**src/rtl/ervp_cache_lpixm_arbiter_pkg.sv**
```systemverilog
// Shared types, policy encodings and arbitration helper for the cache LPIXM arbiter.
package ervp_cache_lpixm_arbiter_pkg;

   localparam int unsigned CACHE_ARB_POLICY_RR    = 0;
   localparam int unsigned CACHE_ARB_POLICY_FIXED = 1;

   localparam int unsigned DEF_BW_QDATA    = 128;
   localparam int unsigned DEF_BW_YDATA    = 35;
   localparam int unsigned DEF_ORDER_DEPTH = 4;

   typedef enum logic {
      ARB_IDLE   = 1'b0,
      ARB_LOCKED = 1'b1
   } arb_state_e;

   // Two-way pick: a single valid requester always wins; a tie goes to policy.
   function automatic logic arb_pick(input logic v0, input logic v1,
                                     input logic rr_last, input logic fixed);
      logic pick;
      if (v0 && v1) pick = fixed ? 1'b0 : ~rr_last;
      else          pick = v1;
      return pick;
   endfunction

endpackage

```
**src/rtl/ervp_cache_arb_order_fifo.sv**
```systemverilog
// 1-bit order FIFO remembering which requester issued each outstanding transaction.
module ervp_cache_arb_order_fifo
   import ervp_cache_lpixm_arbiter_pkg::*;
#(
   parameter int unsigned DEPTH = DEF_ORDER_DEPTH
) (
   input  logic clk,
   input  logic rst,
   input  logic clear,
   input  logic push,
   input  logic push_id,
   input  logic pop,
   output logic head_id,
   output logic full,
   output logic empty
);

   localparam int unsigned AW = (DEPTH > 1) ? $clog2(DEPTH) : 1;
   localparam int unsigned CW = AW + 1;

   logic          mem [DEPTH];
   logic [AW-1:0] wr_ptr;
   logic [AW-1:0] rd_ptr;
   logic [CW-1:0] count;
   logic          do_push;
   logic          do_pop;

   assign full    = (count == CW'(DEPTH));
   assign empty   = (count == '0);
   assign do_push = push & ~full;
   assign do_pop  = pop & ~empty;
   assign head_id = mem[rd_ptr];

   // Pointers wrap naturally because DEPTH is a power of two.
   always_ff @(posedge clk or posedge rst) begin
      if (rst) begin
         wr_ptr <= '0;
         rd_ptr <= '0;
         count  <= '0;
      end else if (clear) begin
         wr_ptr <= '0;
         rd_ptr <= '0;
         count  <= '0;
      end else begin
         if (do_push) wr_ptr <= wr_ptr + AW'(1);
         if (do_pop)  rd_ptr <= rd_ptr + AW'(1);
         count <= count + CW'(do_push) - CW'(do_pop);
      end
   end

   always_ff @(posedge clk) begin
      if (do_push) mem[wr_ptr] <= push_id;
   end

endmodule

```
**src/rtl/ervp_cache_lpixm_arbiter.sv**
```systemverilog
// Shares one downstream LPIXM port between the cacheable (r0) and uncacheable (r1) paths,
// locking on multi-beat requests and routing replies back in issue order.
module ervp_cache_lpixm_arbiter
   import ervp_cache_lpixm_arbiter_pkg::*;
#(
   parameter int unsigned BW_QDATA    = DEF_BW_QDATA,
   parameter int unsigned BW_YDATA    = DEF_BW_YDATA,
   parameter int unsigned ORDER_DEPTH = DEF_ORDER_DEPTH,
   parameter int unsigned ARB_POLICY  = CACHE_ARB_POLICY_RR
) (
   input  logic                clk,
   input  logic                rst,
   input  logic                clear,
   input  logic                enable,
   output logic                busy,
   output logic                err_orphan_reply,

   output logic [1:0]          r0_qdready,
   input  logic                r0_qvalid,
   input  logic                r0_qhint,
   input  logic                r0_qlast,
   input  logic                r0_qafy,
   input  logic [BW_QDATA-1:0] r0_qdata,
   input  logic [1:0]          r0_ydready,
   output logic                r0_yvalid,
   output logic                r0_yhint,
   output logic                r0_ylast,
   output logic [BW_YDATA-1:0] r0_ydata,

   output logic [1:0]          r1_qdready,
   input  logic                r1_qvalid,
   input  logic                r1_qhint,
   input  logic                r1_qlast,
   input  logic                r1_qafy,
   input  logic [BW_QDATA-1:0] r1_qdata,
   input  logic [1:0]          r1_ydready,
   output logic                r1_yvalid,
   output logic                r1_yhint,
   output logic                r1_ylast,
   output logic [BW_YDATA-1:0] r1_ydata,

   input  logic [1:0]          s_qdready,
   output logic                s_qvalid,
   output logic                s_qhint,
   output logic                s_qlast,
   output logic                s_qafy,
   output logic [BW_QDATA-1:0] s_qdata,
   output logic [1:0]          s_ydready,
   input  logic                s_yvalid,
   input  logic                s_yhint,
   input  logic                s_ylast,
   input  logic [BW_YDATA-1:0] s_ydata
);

   localparam logic POLICY_FIXED = (ARB_POLICY == CACHE_ARB_POLICY_FIXED);

   arb_state_e state_q, state_d;
   logic       locked_id_q, locked_id_d;
   logic       rr_last_q, rr_last_d;
   logic       err_q, err_d;

   logic       fifo_push;
   logic       fifo_pop;
   logic       fifo_head;
   logic       fifo_full;
   logic       fifo_empty;

   logic       grant_id;
   logic       active;
   logic       beat_acc;

   ervp_cache_arb_order_fifo #(
      .DEPTH (ORDER_DEPTH)
   ) u_order_fifo (
      .clk     (clk),
      .rst     (rst),
      .clear   (clear),
      .push    (fifo_push),
      .push_id (grant_id),
      .pop     (fifo_pop),
      .head_id (fifo_head),
      .full    (fifo_full),
      .empty   (fifo_empty)
   );

   always_ff @(posedge clk or posedge rst) begin
      if (rst) begin
         state_q     <= ARB_IDLE;
         locked_id_q <= 1'b0;
         rr_last_q   <= 1'b1;
         err_q       <= 1'b0;
      end else if (clear) begin
         state_q     <= ARB_IDLE;
         locked_id_q <= 1'b0;
         rr_last_q   <= 1'b1;
         err_q       <= 1'b0;
      end else begin
         state_q     <= state_d;
         locked_id_q <= locked_id_d;
         rr_last_q   <= rr_last_d;
         err_q       <= err_d;
      end
   end

   always_comb begin
      state_d     = state_q;
      locked_id_d = locked_id_q;
      rr_last_d   = rr_last_q;
      err_d       = err_q;
      fifo_push   = 1'b0;
      fifo_pop    = 1'b0;
      grant_id    = locked_id_q;
      active      = 1'b0;
      beat_acc    = 1'b0;
      r0_qdready  = 2'b00;
      r1_qdready  = 2'b00;
      s_qvalid    = 1'b0;
      s_qhint     = 1'b0;
      s_qlast     = 1'b0;
      s_qafy      = 1'b0;
      s_qdata     = '0;
      s_ydready   = 2'b00;
      r0_yvalid   = 1'b0;
      r1_yvalid   = 1'b0;
      r0_yhint    = s_yhint;
      r1_yhint    = s_yhint;
      r0_ylast    = s_ylast;
      r1_ylast    = s_ylast;
      r0_ydata    = s_ydata;
      r1_ydata    = s_ydata;

      // A locked transaction always proceeds; a new one needs enable and order-FIFO room.
      if (state_q == ARB_IDLE) begin
         grant_id = arb_pick(r0_qvalid, r1_qvalid, rr_last_q, POLICY_FIXED);
         active   = enable & ~fifo_full;
      end else begin
         active   = 1'b1;
      end
      active = active & ~rst;

      if (grant_id) begin
         s_qvalid = r1_qvalid & active;
         s_qhint  = r1_qhint;
         s_qlast  = r1_qlast;
         s_qafy   = r1_qafy;
         s_qdata  = r1_qdata;
         if (active) r1_qdready = s_qdready;
      end else begin
         s_qvalid = r0_qvalid & active;
         s_qhint  = r0_qhint;
         s_qlast  = r0_qlast;
         s_qafy   = r0_qafy;
         s_qdata  = r0_qdata;
         if (active) r0_qdready = s_qdready;
      end

      beat_acc = s_qvalid & s_qdready[0];
      if (beat_acc) begin
         if (state_q == ARB_IDLE) begin
            fifo_push = 1'b1;
            rr_last_d = grant_id;
            if (!s_qlast) begin
               state_d     = ARB_LOCKED;
               locked_id_d = grant_id;
            end
         end else if (s_qlast) begin
            state_d = ARB_IDLE;
         end
      end

      // Replies go to the oldest issuer; a reply with nothing outstanding is refused and flagged.
      if (!fifo_empty) begin
         if (fifo_head) begin
            r1_yvalid = s_yvalid;
            s_ydready = r1_ydready;
         end else begin
            r0_yvalid = s_yvalid;
            s_ydready = r0_ydready;
         end
         fifo_pop = s_yvalid & s_ydready[0] & s_ylast;
      end else if (s_yvalid) begin
         err_d = 1'b1;
      end
   end

   assign busy             = (state_q == ARB_LOCKED) | ~fifo_empty;
   assign err_orphan_reply = err_q;

endmodule

```
**config.mk**
```make
export PLATFORM = sky130hd
export DESIGN_NAME = ervp_cache_lpixm_arbiter
export DESIGN_NICKNAME = d
export VERILOG_FILES = /design/src/rtl/ervp_cache_lpixm_arbiter_pkg.sv /design/src/rtl/ervp_cache_arb_order_fifo.sv /design/src/rtl/ervp_cache_lpixm_arbiter.sv
export SDC_FILE = /design/constraint.sdc
export NUM_CORES = 1
export LEC_CHECK = 0
export CORE_AREA = 5 5 204 206
export CTS_CLUSTER_SIZE = 10
export DETAILED_ROUTE_END_ITERATION = 8
export DIE_AREA = 0 0 209 211
export GPL_TIMING_DRIVEN = 0
export PLACE_DENSITY_LB_ADDON = 0.05
export SETUP_SLACK_MARGIN = 0.4
export SLEW_MARGIN = 15
export SYNTH_ARGS = -nofsm -noshare
export SYNTH_HDL_FRONTEND = slang
export SYNTH_HIERARCHICAL = 1
export SYNTH_SLANG_ARGS = --single-unit
```
**constraint.sdc**
```tcl
create_clock -name clk -period 4.1 [get_ports clk]
set_input_delay 0.41 -clock clk [delete_from_list [all_inputs] [get_ports clk]]
set_output_delay 0.41 -clock clk [all_outputs]
set_load 0.05 [all_outputs]
```
# After elaboration in Yosys (flattened, before gate mapping)
# Memory sizes are Yosys's and may differ from the RTL's.
# Cells that the tools add are included.
# op_classes
n_bitwise	14
addsub	4
n_reduce_logical	10
eq_ne	3
mux	41
# ops
cell	count
2-to-1 mux 128 bit	1
2-to-1 mux 1 bit	29
2-to-1 mux 2 bit	10
nonzero test 2 bit	5
AND 1 bit	9
adder 2 x 1 -> 2 bit (second input constant)	2
inequality test 2 bit (second input constant)	2
NOT 1 bit	4
AND reduction 2 bit	2
adder 3 x 1 -> 3 bit	1
== test 3 bit (second input constant)	1
logical NOT 3 bit	1
2-to-1 mux 3 bit	1
AND reduction 3 bit	1
subtractor 3 x 1 -> 3 bit	1
logical AND 1 bit	1
bitwise OR 1 bit	1
# word_totals
mem_bits_rw	4
reg_bits	11
elab_cells	80
in_bits	312
n_memories	1
out_inout_bits	216
# memory_table
memory	words	word_bits	rd	rd_ports_with_merged_regs	write_ports	line	text
u_order_fifo.mem	4	1	1	0	1	ervp_cache_arb_order_fifo.sv:21	logic mem [DEPTH];

# Logic depth before layout (Yosys ltp)
# Gate-level depths: netlist (run 1).
# depth
word_depth	13
ltp_mapped	14
ltp_nobuf	14

# Modules after synthesis
# The synthesis (run 1) kept the hierarchy.
# modules_own_cells
module	n_inst	area_each_um2	seq_area_each_um2	cells_each
ervp_cache_lpixm_arbiter	1	2608.8	101.3	544
ervp_cache_arb_order_fifo	1	606.8	295.3	52

# Least setup slack after synthesis (run 1)
# No wires, ideal clock.
# synth_timing
kind	register to register
from	register u_order_fifo.rd_ptr[0]
to	register u_order_fifo.count[2]
arrival_time_ps	3160
setup_slack_ps	821
required_time_ps	3981
path_buffers	0
setup_time_ps	119
stages_incl_launch_ff	14
period_less_slack_ps	3279
path_cell_list	dfrtp_1 > mux4_2 > mux2i_1 > nor2_1 > and3_1 > o31ai_1 > inv_1 > ha_1 > inv_1 > ha_1 > inv_1 > fa_1 > xnor2_1 > nor2_1
# synth_via
elab_chain_len	9
# synth_lines
item	line	text
start, declared	ervp_cache_arb_order_fifo.sv:23	logic [AW-1:0] rd_ptr;
start signal, assigned	ervp_cache_arb_order_fifo.sv:46	if (do_pop) rd_ptr <= rd_ptr + AW'(1);
memory (4 x 1 bit)	n/a	
net fifo_head	ervp_cache_lpixm_arbiter.sv:64	logic fifo_head;
2-to-1 mux 2 bit	ervp_cache_lpixm_arbiter.sv:173	if (fifo_head) begin
2-to-1 mux 2 bit	ervp_cache_lpixm_arbiter.sv:172	if (!fifo_empty) begin
AND 1 bit (2 in series)	ervp_cache_lpixm_arbiter.sv:180	fifo_pop = s_yvalid & s_ydready[0] & s_ylast;
2-to-1 mux 1 bit	ervp_cache_lpixm_arbiter.sv:172	
net fifo_pop	ervp_cache_lpixm_arbiter.sv:63	logic fifo_pop;
AND 1 bit	ervp_cache_arb_order_fifo.sv:31	assign do_pop = pop & ~empty;
subtractor 3 x 1 -> 3 bit	ervp_cache_arb_order_fifo.sv:47	count <= count + CW'(do_push) - CW'(do_pop);
2-to-1 mux 3 bit	ervp_cache_arb_order_fifo.sv:40	end else if (clear) begin
end signal, assigned	ervp_cache_arb_order_fifo.sv:47	
end, declared	ervp_cache_arb_order_fifo.sv:24	logic [CW-1:0] count;
# The timed path passes the listed nets, and every way through them passes these cells. The select of a mux whose other input is x is not followed.
# A chain may end at the register's enable or synchronous reset.

# Worst setup path in the final report (run 1)
# layout_timing
from	input r1_qvalid
to	output s_qdata[111]
# layout_via
elab_chain_len	4
# layout_lines
item	line	text
start, declared	ervp_cache_lpixm_arbiter.sv:31	input logic r1_qvalid,
logical AND 1 bit	ervp_cache_lpixm_arbiter_pkg.sv:20	if (v0 && v1) pick = fixed ? 1'b0 : ~rr_last;
2-to-1 mux 1 bit (*)	ervp_cache_lpixm_arbiter_pkg.sv:20	
2-to-1 mux 1 bit (*)	ervp_cache_lpixm_arbiter.sv:133	if (state_q == ARB_IDLE) begin
2-to-1 mux 128 bit (*)	ervp_cache_lpixm_arbiter.sv:141	if (grant_id) begin
end, declared	ervp_cache_lpixm_arbiter.sv:47	output logic [BW_QDATA-1:0] s_qdata,
# Every way passes the cells marked *; elsewhere a longest branch is shown, timed or not.

==> results.py, run 1 <==
metrics = {
    "placement": {
        "io_buffers": 491,
        "dp_slack_ns": 0.444,
        "dp_cells": 1612,
        "dpl_cell_area_um2": 8790,
        "globalplace.congestion": 0.812,
        "dpl.hpwl_mm": 24.9,
    },
    "power": {
        "internal_power_w": 0.000906,
        "switching_share": 0.510,
        "p_leak_nw": 4.03,
        "pwr-share-comb": 0.812,
        "ir_drop_v": 0.0000975,
        "p_sw_w": 0.000944,
        "power_frac_clock": 0.101,
        "p_seq_frac": 0.087,
        "power_density_nw_per_um2": 209,
    },
    "yosys": {
        "synth.area.top_cells": "nand2_1, buf_4, dfrtp_1, edfxtp_1, buf_6",
        "async_flop_share": 0.733,
        "synth.most_common_cell": "nand2_1",
        "synth_top_area_cell": "nand2_1",
        "ys_top_cells_by_count": "nand2_1, buf_4, buf_2",
        "yosysTopAreaCellShare": 0.461,
        "syn_inst": 596,
        "ys_warn_count": 6,
        "synth_ff_type": "dfrtp_1",
        "syn-num-nets": 915,
        "ys_ff_latch": 15,
        "yosys.cell_types.count": 41,
        "ys_seq_area_frac": 0.123,
        "synth_edf_count": 4,
        "syn_area_per_cell_um2": 5.40,
        "netlist_area_um2": 3220,
    },
    "timing": {
        "rsz0062_at_grt": "false",
        "tightest_slew_ns": 0.654,
        "max_slew_margin": 0.562,
        "timing.final.ws_setup_ns": 0.641,
        "drv_slew": 0,
        "fmax_ghz": 0.289,
        "setup_viol": 0,
        "post-route-min-period_ns": 3.46,
        "whs_ns": 0.497,
        "hold_viol": 0,
        "finalCritPeriodShare": 0.844,
        "fin_setup_tns_ns": 0,
        "skew_ns": 0.00151,
    },
    "critical_path": {
        "r2r_slack_ns": 1.08,
        "arrival_ns": 3.05,
        "critPathKind": "in -> out",
        "critPathRequiredTime_ns": 3.69,
        "worstReg2RegStart": "u_order_fifo/count[2]",
        "setup.worst_path.end_class": "output pin",
        "r2r-end": "u_order_fifo/count[2]",
        "reg2reg_depth": 14,
        "critPathMaxFanout": 10,
        "setup.worst_path.start_class": "input port",
    },
    "clock_tree": {
        "clk_pin_slew_worst_paths_ns": 0.05,
        "cts_inserted_buffers": 3,
        "htree_levels": 1,
        "clkLatencyLatePin_ns": 0.24,
        "cts_setup_buffers": 0,
        "cts_tree": "yes",
        "cts_root_buffer": "clkbuf_16",
        "cts.path.max_buffers": 2,
        "numClockSinks": 15,
    },
    "routing": {
        "ant_nets": 0,
        "via_per_inst": 3.21,
        "drtIter0Drc": 167,
        "drt-total-wl_mm": 27.8,
        "wl_per_cell_um": 17.2,
        "drc": 0,
        "vias": 5192,
        "drt_first_pass_iters": 4,
    },
    "final_layout": {
        "fin_nets": 1411,
        "final_cell_count_no_fill": 1618,
        "fin_area_um2": 8870,
        "register_area_um2": 397,
        "layout-drive-gt1-share": 0.0999,
        "multi_input_area_um2": 2020,
        "area_growth_syn_to_layout_pct": 176,
        "fillCellCount": 4486,
    },
    "min_path": {
        "hold_path_class": "in -> async",
    },
    "die": {
        "pin_count": 528,
        "die_h_um": 211,
        "die_w_um": 209,
        "fp-row-count": 73,
        "core-area_um2": 39500,
        "die_area_um2": 44100,
        "initial_core_util": 0.0815,
    },
    "run_status": {
        "status": "finished clean",
    },
    "global_routing": {
        "antenna_found_initial": 5,
        "grt_usage": 0.114,
        "grt_pass1_vias": 5247,
        "grt_max_degree": 15,
        "overflow": 0,
        "grt_pass1_wl_mm": 38.1,
    },
    "run": {
        "drv_cap": 0,
    },
}
[timing repair]
action | in CTS | in global routing
endpoints found under the setup margin | 0 | 1
hold buffers | 0 | 0
gates resized for setup | 0 | 1
hold endpoints to repair | 0 | 0
[power by group through the flow]
stage                     sequential (W)  clock, W  combinational [W]
final                           0.000162  0.000187            0.00150
after global routing            0.000162  0.000204            0.00158
after CTS                       0.000161  0.000196            0.00153
after detailed placement        0.000164         0            0.00152
after global placement          0.000164         0            0.00153
after floorplan                 0.000166         0           0.000841
[worst max path at each step]
| stage | slack, ns | from | depth (start not counted) | endpoint |
|---|---|---|---|---|
| 6_report | 0.64 | r1_qvalid | 10 | s_qdata[111] |
| 5_1_grt | 0.49 | r0_qvalid | 9 | s_qdata[117] |
| 4_1_cts | 0.45 | r1_qvalid | 10 | s_qdata[118] |
| 3_5_place_dp | 0.44 | r1_qvalid | 10 | s_qdata[118] |
| 3_3_place_gp | 0.44 | r1_qvalid | 10 | s_qdata[118] |
| 2_1_floorplan | 0.82 | u_order_fifo/rd_ptr[0] | 13 | u_order_fifo/count[2] |
[layout make-up]
type	instances	share of cell area
antenna	2	0.000564
buffer	103	0.0846
clock buffer	4	0.00888
inverter	13	0.00564
multi-input combinational	465	0.227
sequential	15	0.0447
tap	525	0.0740
timing repair buffer	491	0.554
[through the flow]
stage                util  total power, W
CTS                 0.225         0.00189
detailed placement  0.223         0.00169
finish              0.225         0.00185
global route        0.225         0.00195
floorplan               -         0.00101
global placement    0.223         0.00170
[routing by layer]
metal | routed length (um) | track usage
met1 | 9990 | 0.118
met5 | 34 | 0
met3 | 2500 | 0.0428
met4 | 133 | 0.00833
met2 | 15100 | 0.226
[registers in the layout, indices dropped and copies added (netlist names)]
name / flops
err_orphan_reply: 1
locked_id_q: 1
rr_last_q: 1
state_q: 1
u_order_fifo/count: 3
u_order_fifo/mem: 4
u_order_fifo/rd_ptr: 2
u_order_fifo/wr_ptr: 2
[worst max-delay path: stages]
cell and delay (ns):
clkdlybuf4s50_1 0.55, a21bo_1 0.24, o21a_1 0.18, buf_6 0.15, clkinv_2 0.15, buf_6 0.20, buf_6 0.17, nand2_1 0.09
nand2_1 0.07, clkdlybuf4s50_1 0.83
[cells in the final DEF (no fill, tap or decap), types with 5 or more instances in the layout]
cell | Yosys | final
ha_1 | 6 | 6
nand2_1 | 395 | 395
and2_1 | 5 | 5
clkdlybuf4s50_1 | 0 | 490
buf_6 | 9 | 9
dfrtp_1 | 10 | 10
nor2_1 | 13 | 13
a21oi_1 | 6 | 6
buf_4 | 74 | 74
nand2b_1 | 5 | 5
clkbuf_1 | 5 | 6
buf_2 | 15 | 15
inv_1 | 12 | 12
[cell families (layout without fill, tap and decap cells)]
| group | after synthesis | count (layout) | synth area share |
|---|---|---|---|
| compound gates | 18 | 18 | 0.0412 |
| other cells | 0 | 2 | 0 |
| fa+ha+maj | 7 | 7 | 0.0296 |
| simple gates | 431 | 431 | 0.525 |
| xor+xnor | 3 | 3 | 0.00817 |
| flops | 15 | 15 | 0.123 |
| buf+inv | 116 | 611 | 0.249 |
| mux | 6 | 6 | 0.0241 |
Power figures use the tool's default switching activity.
==> run 2, diff against run 1 <==
Clock period 4.1 ns to 3 ns, I/O delays scaled along.
==> results.py, run 2 (same netlist as run 1, synthesis figures left out) <==
metrics = {
    "run_status": {
        "status": "finished clean",
    },
    "min_path": {
        "hold_path_class": "in -> async",
    },
    "power": {
        "ir_drop_v": 0.000211,
        "total_power_w": 0.00246,
        "p_leak_nw": 4.19,
        "power_density_nw_per_um2": 287,
    },
    "routing": {
        "via_per_inst": 3.22,
        "ant_nets": 0,
        "vias": 5226,
        "drt_first_pass_iters": 4,
        "drc": 0,
        "drtIter0Drc": 159,
        "wl_per_cell_um": 17.7,
        "drt-total-wl_mm": 28.8,
    },
    "placement": {
        "globalplace.congestion": 0.811,
        "dpl.hpwl_mm": 25.6,
        "io_buffers": 491,
        "dp_slack_ns": -0.503,
    },
    "timing": {
        "rsz0062_at_grt": "true",
        "tightest_slew_ns": 0.719,
        "max_slew_margin": 0.518,
        "timing.final.ws_setup_ns": 0.249,
        "hold_viol": 0,
        "setup_viol": 0,
        "drv_slew": 0,
        "skew_ns": 0.00376,
        "fmax_ghz": 0.363,
        "post-route-min-period_ns": 2.75,
        "whs_ns": 0.365,
        "fin_setup_tns_ns": 0,
        "finalCritPeriodShare": 0.917,
    },
    "final_layout": {
        "fin_nets": 1417,
        "top_regs": "u_order_fifo/mem x4, u_order_fifo/count x3",
        "area_growth_syn_to_layout_pct": 166,
        "largest_reg_flops": 4,
        "top_register": "u_order_fifo/mem",
        "fillCellCount": 4572,
        "layout-drive-gt1-share": 0.243,
        "final_cell_mix": "nand2_1, clkdlybuf4s50_1, buf_4",
        "final_common_cell": "nand2_1",
    },
    "die": {
        "core-area_um2": 39500,
        "die_h_um": 211,
        "die_w_um": 209,
        "fp-row-count": 73,
        "pin_count": 528,
        "initial_core_util": 0.0815,
        "die_area_um2": 44100,
    },
    "global_routing": {
        "top_usage_layer": "met2",
        "use_met2": 0.239,
        "antenna_found_initial": 2,
        "grt_max_degree": 15,
        "grt_usage": 0.118,
        "overflow": 0,
        "grt_pass1_wl_mm": 39.1,
        "use_met1": 0.124,
        "grt_pass1_vias": 5366,
        "use_met3": 0.0376,
    },
    "critical_path": {
        "critPathSlowestCell": "mux4_2",
        "arrival_ns": 2.86,
        "critPathKind": "reg -> reg",
        "slowest_delay_ns": 0.55,
        "critPathMaxFanout": 2,
        "setup.worst_path.end_class": "register",
        "reg2reg_depth": 12,
        "setup.worst_path.start_class": "register",
        "critPathRequiredTime_ns": 3.10,
        "cpMostUsedCell": "inv_1",
        "cp_cell_sequence": "mux4_2 -> mux2i_2 -> nor2_4 -> and3_4 -> o31ai_4 -> inv_1 -> ha_1 -> inv_1 -> ha_2 -> inv_2 -> fa_2 -> nor2_1",
    },
    "clock_tree": {
        "cts_inserted_buffers": 3,
        "clk_pin_slew_worst_paths_ns": 0.05,
        "numClockSinks": 15,
        "htree_levels": 1,
        "cts_tree": "yes",
        "clkLatencyLatePin_ns": 0.24,
        "cts.path.max_buffers": 2,
        "ctsHoldBuffers": 0,
        "cts_root_buffer": "clkbuf_16",
    },
    "run": {
        "drv_cap": 0,
    },
}
-- run 2: cell count changes in the layout (fill, tap and decap cells not counted), moves of 3 or more --
| cell | change |
|---|---|
| clkdlybuf4s50_1 | -140 |
| buf_4 | +67 |
| buf_2 | +57 |
| clkdlybuf4s15_2 | +12 |
| clkbuf_1 | -6 |
| clkbuf_2 | +5 |
| dlygate4sd2_1 | +5 |
| clkdlybuf4s18_2 | +3 |
-- run 2: final timing paths --
| kind | start | endpoint | slack (ns) |
|---|---|---|---|
| min in group clk | r1_qvalid | locked_id_q | 0.44 |
| hold / removal | rst | err_orphan_reply | 0.36 |
| setup / recovery | u_order_fifo/rd_ptr[0] | u_order_fifo/count[1] | 0.25 |
| setup reg to reg | u_order_fifo/rd_ptr[0] | u_order_fifo/count[1] | 0.25 |
| max in group asynchronous | rst | u_order_fifo/count[1] | 2.35 |
| hold reg to reg | err_orphan_reply | err_orphan_reply | 0.50 |
-- run 2: worst max-delay path: cells and delay by family (launching register included) --
kind                     cells  cell delay, ns
AND/OR/NAND/NOR              3            0.29
flip-flops                   1            0.37
buffers and inverters        3            0.17
multiplexers                 2            0.80
adder cells (fa/ha/maj)      3            0.93
AO/OA/AOI/OAI                1            0.06
-- run 2: routing by layer --
| layer | vias up | share of wire |
|---|---|---|
| li1 | 2734 | - |
| met1 | 2236 | 0.36 |
| met2 | 242 | 0.55 |
| met3 | 10 | 0.081 |
| met4 | 4 | 0.0049 |
| met5 | - | 0.00094 |
-- run 2: final cells by class --
cell class                 instances  area, um^2  area share
inverter                          13        53.8     0.00628
sequential                        15         399      0.0466
clock inverter                     1        5.00    0.000584
clock buffer                       3        75.1     0.00877
buffer                           103         776      0.0906
multi-input combinational        465        2070       0.242
tap                              525         657      0.0767
timing repair buffer             497        4520       0.528
antenna                            1        2.50    0.000292
-- run 2: power breakdown --
group / switching, W / internal [W]
clock network: 0.0000846 / 0.000178
logic: 0.00123 / 0.000747
registers: 0.00000528 / 0.000216
total: 0.00132 / 0.00114
-- run 2: repair_timing --
action                     in CTS  in global routing
setup endpoints to repair     143                129
gates cloned                    0                  0
setup buffers                   3                  3
pin swaps                       5                  0
gates resized for setup       729                  4
-- run 2: per-stage QoR --
step	area (um^2)	utilization	cells
global route	8560	0.217	1622
detailed placement	8790	0.223	1612
finish	8560	0.217	1623
floorplan	3220	-	596
CTS	8530	0.216	1619
global placement	8790	0.223	1612
